[src/rtl/prog_sequencer.sv]
// Program-counter and fetch sequencer: arms at ProgBase on Start, steps or branches
// the PC while running, stops on Halt and counts retired instructions.
module prog_sequencer #(
    parameter int PW = 10,
    parameter int CW = 16
) (
    input  logic          Clk,
    input  logic          Reset,
    input  logic          Start,
    input  logic [PW-1:0] ProgBase,
    input  logic          Stall,
    input  logic          Halt,
    input  logic          BranchTaken,
    input  logic [PW-1:0] BranchTarget,
    output logic [PW-1:0] PC,
    output logic          Valid,
    output logic          Done,
    output logic [CW-1:0] InstrCount
);

    typedef enum logic [1:0] {
        IDLE = 2'd0,
        ARM  = 2'd1,
        RUN  = 2'd2,
        DONE = 2'd3
    } seqState_t;

    seqState_t     state_q, state_d;
    logic [PW-1:0] pc_q, pc_d;
    logic [CW-1:0] count_q, count_d;

    always_ff @(posedge Clk) begin
        if (Reset) begin
            state_q <= IDLE;
            pc_q    <= '0;
            count_q <= '0;
        end else begin
            state_q <= state_d;
            pc_q    <= pc_d;
            count_q <= count_d;
        end
    end

    // Start re-arms from any state; otherwise only an unstalled RUN cycle retires.
    always_comb begin
        state_d = state_q;
        pc_d    = pc_q;
        count_d = count_q;
        if (Start) begin
            state_d = ARM;
            pc_d    = ProgBase;
            count_d = '0;
        end else begin
            case (state_q)
                ARM: state_d = RUN;
                RUN: begin
                    if (!Stall) begin
                        if (count_q != {CW{1'b1}}) begin
                            count_d = count_q + 1'b1;
                        end
                        if (Halt) begin
                            state_d = DONE;
                        end else if (BranchTaken) begin
                            pc_d = BranchTarget;
                        end else begin
                            pc_d = pc_q + 1'b1;
                        end
                    end
                end
                default: state_d = state_q;
            endcase
        end
    end

    assign PC         = pc_q;
    assign Valid      = (state_q == RUN);
    assign Done       = (state_q == DONE);
    assign InstrCount = count_q;

endmodule

[config.mk]
export PLATFORM = sky130hd
export DESIGN_NAME = prog_sequencer
export DESIGN_NICKNAME = d
export VERILOG_FILES = /design/src/rtl/prog_sequencer.sv
export SDC_FILE = /design/constraint.sdc
export NUM_CORES = 1
export LEC_CHECK = 0
export ABC_AREA = 0
export CORE_MARGIN = 2
export CORE_UTILIZATION = 26
export CTS_CLUSTER_SIZE = 10
export DETAILED_ROUTE_END_ITERATION = 7
export HOLD_SLACK_MARGIN = 0.08
export REMOVE_ABC_BUFFERS = 1
export SETUP_SLACK_MARGIN = 0.4
export SYNTH_ARGS = -nofsm -noshare
export SYNTH_HDL_FRONTEND = slang
export SYNTH_SLANG_ARGS = --single-unit
[constraint.sdc]
create_clock -name Clk -period 2.5 [get_ports Clk]
set_input_delay 0.25 -clock Clk [delete_from_list [all_inputs] [get_ports Clk]]
set_output_delay 0.25 -clock Clk [all_outputs]
set_load 0.005 [all_outputs]
Yosys cells after proc, flatten, opt, wreduce, memory -nomap -nowiden

Cells that the tools add are included.
Widths: inputs -> output; s select.

Multiply operators: 0
Reductions and logical operators: 8
Add/sub/neg operators: 2
Equal/unequal tests: 10
Bitwise logic cells: 1
Shift operators: 0
Div/mod/pow operators: 0
Magnitude comparators: 0
Multiplexer cells: 9

Operator list:

| operator              | number |
|---|---|
| $mux 10               | 5 |
| $add 16x1->16 const B | 1 |
| $ne 16x16->1 const B  | 1 |
| $reduce_and 3->1      | 4 |
| $add 10x1->10 const B | 1 |
| $ne 2x2->1 const B    | 4 |
| $ne 3x3->1 const B    | 2 |
| $eq 2x2->1 const B    | 2 |
| $mux 2                | 2 |
| $pmux 2 s2            | 1 |
| $reduce_bool 2->1     | 2 |
| $reduce_bool 3->1     | 1 |
| $eq 2x1->1 const B    | 1 |
| $reduce_or 2->1       | 1 |
| $mux 1                | 1 |
| $not 1->1             | 1 |

Bits of input ports: 26
Latch bits: 0
Memories: 0
Flip-flop bits (word level): 28
Logic and storage cells: 34
Bits in read-only memories: 0
RAM bits: 0
Output and inout bits: 28

Depth between registers and ports, before layout

Gate-level depths: netlist of run 1.

Word-level depth: 6
Depth in mapped cells: 6
Depth with buffers taken out: 5

Worst setup path after synthesis of run 1

OpenSTA, ideal clock, no wires.

Kind: register -> register
Start point: reg state_q[1]
End point: reg count_q[7] (netlist: InstrCount[7])
Data required time: 2430 ps
Period minus slack after synthesis: 2026 ps
Setup slack: 474 ps
Data arrival time: 1955 ps
Library setup time: 70 ps
Cell stages (with the launch flop): 7
Buffers on the path: 2
Cell sequence: dfxtp_1 -> or3b_1 -> buf_6 -> or3_4 -> buf_6 -> or4_1 -> a21oi_1

Cells in the longest elaborated chain, start to end: 2

RTL lines:

| element                    | line | source |
|---|---|---|
| from (decl)                | 28   | `seqState_t state_q, state_d;` |
| from (signal assigned)     | 38   | `state_q <= state_d;` |
| $eq 2x2->1                 | 54   | `case (state_q)` |
| $reduce_and 3->1 (no line) | n/a  |  |
| to (signal assigned)       | 40   | `count_q <= count_d;` |
| to (decl)                  | 30   | `logic [CW-1:0] count_q, count_d;` |

No other way between the ends.
A chain may end at the register's enable or synchronous reset.

Worst setup path after layout of run 1

Start point: in Stall
End point: reg count_q[7] (netlist: InstrCount[7])

Cells in the longest elaborated chain, start to end: 2

RTL lines:

| element                    | line | source |
|---|---|---|
| from (decl)                | 11   | `input logic Stall,` |
| $not 1->1 (no line)        | n/a  |  |
| $reduce_and 3->1 (no line) | n/a  |  |

No other way between the ends.

==> flow_summary.json, run 1 <==
{
  "wl_um": 4860,
  "dp_cells": 340,
  "die_area_um2": 7040,
  "fin_tns_setup_ns": 0,
  "cts_root_buf": "clkbuf_8",
  "dp.final_hpwl_um": 3660,
  "grt_pass1_wl_um": 8200,
  "first_global_vias": 1701,
  "crit_type": "in2reg",
  "drt_iter0_drc": 82,
  "start_util_pct": 26.4,
  "setup_ws_ns": 0.516,
  "ant_nets": 0,
  "yosysUniqueCellTypes": 49,
  "hold_viol_final": 0,
  "cpPeakStageDelay_ns": 0.47,
  "max_freq_mhz": 504,
  "grt_max_degree": 17,
  "cts_buffers": 3,
  "status": "finished, final reports clean",
  "die_h_um": 83.9,
  "timing.final.crit_share_pct": 79.3,
  "die_w_um": 83.9,
  "ys_warn_count": 0,
  "antennaDiodeCount": 0,
  "wl_per_cell_um": 14.1,
  "core_region_area_um2": 6280,
  "path_delay_family": "simple AND/OR/NAND/NOR gates",
  "ctsHoldBuffers": 0,
  "synth_edf_count": 0,
  "viasPerCell": 5.35,
  "synth-main-ff-cell": "dfxtp_1",
  "cp_num_buf_inv": 1,
  "rsz0062_at_grt": "no",
  "dr.pass1.iters": 4,
  "worstPathRequired_ns": 2.71,
  "synth_seq_area_share_pct": 33.8,
  "cts_tree": "yes",
  "io_pins": 54,
  "vdd_drop_max_v": 0.000315,
  "holdCritPathClass": "reg2reg",
  "synthTopCellsByCount": "dfxtp_1 (28), nand2_1 (20), a21oi_1 (18), o21ai_0 (18), nor2_1 (17)",
  "finalSetupViolations": 0,
  "cp_cell_sequence": "clkdlybuf4s50_1, or3b_1, or3_4, or4_1, a21oi_1",
  "antenna_found_initial": 0,
  "drive_above_1_share_pct": 5.62,
  "portBuffers": 53,
  "synth_top_area_share_pct": 33.8,
  "drv_slew": 0,
  "cp_data_arrival_time_ns": 2.19,
  "critPathLaunchType": "input port",
  "cap_violations": 0,
  "avgSynthCellArea_um2": 7.90,
  "synth_area_um2": 1660,
  "end_kind": "flop",
  "layout_min_cycle_time_ns": 1.98,
  "p_leak_uw": 0.000803,
  "synth-seq-cells": 28,
  "clk_latency_ns": 0.28,
  "powerDensity_nw_per_um2": 420,
  "post_cts_resize_count": 0,
  "multi_input_area_um2": 1030,
  "drc": 0,
  "fillers": 670,
  "holdWs_ns": 0.515,
  "fin_nets": 296,
  "vias": 1839,
  "synth_cells": 210,
  "pre_cts_slack_ns": 0.247,
  "areaGrowthSynthToFinish_pct": 43.0,
  "synth.area.top_cells": "dfxtp_1 (34%), a21oi_1 (5.4%), o21ai_0 (5.4%)",
  "num_rows": 29,
  "ff_latch_area_um2": 561,
  "worst_pin_slew_ns": 0.581,
  "ys_async_sr_fraction_pct": 0,
  "synth.most_common_cell": "dfxtp_1",
  "post_cts_buffers": 0,
  "path_max_fanout": 9,
  "instances_no_fill": 344,
  "synth_top_cell_by_area": "dfxtp_1",
  "cts_max_level": 1,
  "crit_slowest_cell": "clkdlybuf4s50_1",
  "clk_pin_slew_ns": 0.11,
  "grt_usage_pct": 14.0,
  "maxSlewHeadroom_pct": 61.1,
  "grt_overflow": 0,
  "cts.sinks": 28,
  "ctsLongestPathBuffers": 2,
  "skew_ns": 0.0122,
  "gp_congestion": 0.815
}
==> cells by family after synthesis <==
logic type	Yosys count	share of synthesized area (%)
muxes	4	2.41
AOI/OAI and AO/OA	70	27.4
buffers and inverters	13	3.85
and+or+nand+nor	92	30.5
adders and majority gates	2	1.51
DFF	28	33.8
xor gates and xnor gates	1	0.528
==> per-layer routing <==
layer	global-route usage (%)	routed length, um
met4	3.37	18
met5	0	0
met2	22.4	2270
met3	3.36	313
met1	18.9	2260
==> placed cells by master (no fill, tap or decap), types with 2 or more instances in the layout <==
cell,netlist,final
a211oi_1,3,3
a21oi_1,18,18
a22o_1,3,3
a31oi_1,4,4
a41o_1,2,2
and2_1,3,3
and3_1,5,5
and4_1,4,4
buf_4,0,8
clkbuf_8,0,3
clkdlybuf4s50_1,0,53
dfxtp_1,28,28
ha_1,2,2
inv_1,4,4
mux2i_1,4,4
nand2_1,20,20
nand3_1,7,7
nand4_1,6,6
nor2_1,17,17
nor2b_1,3,3
nor3_1,3,3
nor3b_1,3,3
nor4_1,7,7
o211ai_1,2,2
o21a_1,3,3
o21ai_0,18,18
o31ai_1,5,5
o41ai_1,2,2
or3_1,4,4
or4_1,3,3
==> power breakdown <==
group	internal, uW	switching (uW)	total [uW]
combinational	88.3	61.1	149
sequential	459	20.5	479
clock	215	153	368
==> state kept, by name, indices dropped and copies added, names as in the netlist <==
| signal | flops |
|---|---|
| InstrCount | 16 |
| PC | 10 |
| state_q | 2 |
==> worst paths after layout <==
check             startpoint       endpoint  slack (ns)  depth (start not counted)
setup / recovery       Stall  InstrCount[7]        0.52                          5
hold reg to reg        PC[1]          PC[1]        0.52                          2
hold / removal         PC[1]          PC[1]        0.52                          2
setup reg to reg  state_q[1]  InstrCount[7]        0.53                          4
==> metrics by stage <==
stage	cell area [um^2]	total power (uW)	util [%]
2_1_floorplan	1610	539	-
3_3_place_gp	2300	637	36.7
3_5_place_dp	2300	638	36.7
4_1_cts	2370	1010	37.8
6_report	2370	996	37.8
5_1_grt	2370	1040	37.8
==> worst min-delay path, cell delays in order, from the launching register on <==
cell     delay [ns]
dfxtp_1        0.36
nand2_1        0.07
a21oi_1        0.05
==> layout make-up <==
| class | count | area share (%) |
|---|---|---|
| well taps | 77 | 4.06 |
| flip-flops and latches | 28 | 23.6 |
| repair buffers | 61 | 24.9 |
| inverters | 5 | 0.791 |
| multi-input cells | 169 | 43.6 |
| clock inverters | 1 | 1.27 |
| clock buffers | 3 | 1.74 |
Note: power is estimated with default switching activity, not from simulation.
==> inputs of run 2 (changes only) <==
clock period = 1.7 ns   (was 2.5 ns; I/O delays follow)
==> run 2 against run 1 <==
Compared with the run above: the flow now finishes with violations (negative setup slack); sequential power grew 43%; die area unchanged; wire length up 15%; sequential share of layout area decreased by 2.9 points; clock skew is 0.0072 ns lower; total power is 36% higher; combinational power increased by 100%; critical endpoint unchanged.
==> flow_summary.json, run 2 (same netlist as run 1, synthesis figures left out) <==
{
  "setup_ws_ns": -0.0498,
  "maxSlewHeadroom_pct": 77.6,
  "die_area_um2": 7040,
  "cap_violations": 0,
  "vdd_drop_max_v": 0.000285,
  "cts_max_level": 1,
  "p_leak_uw": 0.00123,
  "wl_um": 5590,
  "skew_ns": 0.00499,
  "drc": 0,
  "cp_cell_sequence": "or3b_1, or3_4, or4_1, a21oi_1",
  "cpPeakStageDelay_ns": 0.48,
  "critPathLaunchType": "flop",
  "die_w_um": 83.9,
  "portBuffers": 53,
  "end_kind": "flop",
  "cts_buffers": 3,
  "worst_pin_slew_ns": 0.334,
  "crit_start": "state_q[1]",
  "clk_pin_slew_ns": 0.09,
  "status": "finished with violations",
  "hold_viol_final": 0,
  "fin_util_pct": 46.6,
  "timing.final.crit_share_pct": 103,
  "num_rows": 29,
  "largest_register_ffs": 16,
  "wl_per_cell_um": 14.2,
  "grt_usage_pct": 15.2,
  "drt_iter0_drc": 71,
  "r2r-start": "state_q[1]",
  "cts_tree": "yes",
  "dp.final_hpwl_um": 4090,
  "rsz0062_at_grt": "yes",
  "r2r_cells": 4,
  "antennaDiodeCount": 0,
  "crit_type": "reg2reg",
  "violations": "negative setup slack",
  "first_global_vias": 1968,
  "holdCritPathClass": "in2reg",
  "ant_nets": 0,
  "grt_max_degree": 15,
  "viasPerCell": 5.30,
  "ctsLongestPathBuffers": 2,
  "grt_pass1_wl_um": 8990,
  "grt_overflow": 0,
  "drv_slew": 0,
  "drive_above_1_share_pct": 35.8,
  "final_common_cell": "buf_4",
  "min-delay-start": "Start",
  "start_util_pct": 26.4,
  "holdPathStages": 3,
  "clk_latency_ns": 0.28,
  "cp_num_buf_inv": 0,
  "reg2reg_to": "InstrCount[7]",
  "crit_slowest_cell": "or4_1",
  "vias": 2095,
  "min_to": "state_q[0]",
  "pre_cts_slack_ns": -0.418,
  "final_cell_mix": "buf_4 (55), dlygate4sd2_1 (26), clkdlybuf4s50_1 (25)",
  "cts_root_buf": "clkbuf_8",
  "die_h_um": 83.9,
  "dr.pass1.iters": 4,
  "cts.sinks": 28,
  "path_depth": 4,
  "fillers": 633,
  "ctsHoldBuffers": 0,
  "io_pins": 54,
  "layout_min_cycle_time_ns": 1.75,
  "antenna_found_initial": 0,
  "core_region_area_um2": 6280,
  "path_delay_family": "simple AND/OR/NAND/NOR gates",
  "cp_data_arrival_time_ns": 1.96,
  "fin_nets": 348,
  "max_freq_mhz": 571,
  "finalSetupViolations": 1,
  "gp_congestion": 0.819,
  "r2r_slack_ns": -0.05,
  "powerDensity_nw_per_um2": 464,
  "areaGrowthSynthToFinish_pct": 76.2,
  "worstPathRequired_ns": 1.91,
  "path_max_fanout": 8
}
run 2: routing by layer:
metal  share of wire, %  vias to the layer above  track usage (%)
met1                 44                      985             18.9
met4                1.6                        0             3.96
met3                5.4                        9             3.07
met2                 49                       68             26.8
met5                  0                        -                0
li1                   -                     1033                -
run 2: how the worst max path moves through the flow:
stage | endpoint | slack [ns]
2_1_floorplan | InstrCount[7] | -0.24
3_3_place_gp | InstrCount[7] | -0.40
3_5_place_dp | InstrCount[7] | -0.42
4_1_cts | InstrCount[7] | -0.09
5_1_grt | InstrCount[7] | -0.08
6_report | InstrCount[7] | -0.05
run 2: repair_timing:
item                       in CTS  in global routing
resized for setup              85                 14
buffers inserted               12                  0
pin swaps                      10                  6
setup endpoints to repair      54                 30
run 2: area by class of cell:
type                       count  area (um^2)  share of cell area, %
sequential                    28          607                   20.8
timing repair buffer         113          972                   33.2
inverter                       5         18.8                  0.642
multi-input combinational    169         1190                   40.7
tap                           77         96.3                   3.29
clock buffer                   3         41.3                   1.41
run 2: tightest hold or removal path, stage by stage:
cell and delay [ns]:
dlymetal6s2s_1 0.20, clkinv_1 0.15, a21oi_1 0.07
run 2: power by group:
group	switching [uW]	internal, uW	total [uW]
Sequential	14.0	670	684
Combinational	128	170	298
Clock	214	160	374
run 2: metrics by stage:
stage	TNS, ns	area (um^2)	hold WS, ns	power [uW]	instances
5_1_grt	-0.340	2920	0.368	1410	395
3_5_place_dp	-4.18	2600	0.480	975	380
2_1_floorplan	-0.776	1610	0.239	792	202
3_3_place_gp	-3.85	2600	0.471	976	380
6_report	-0.0498	2920	0.353	1360	395
4_1_cts	-0.111	2870	0.503	1360	395
==> inputs of run 3 (changes only) <==
CAP_MARGIN = 20   (was unset)
==> results of run 3 <==
No change in the layout: final DEF, timing and power equal those of run 2.
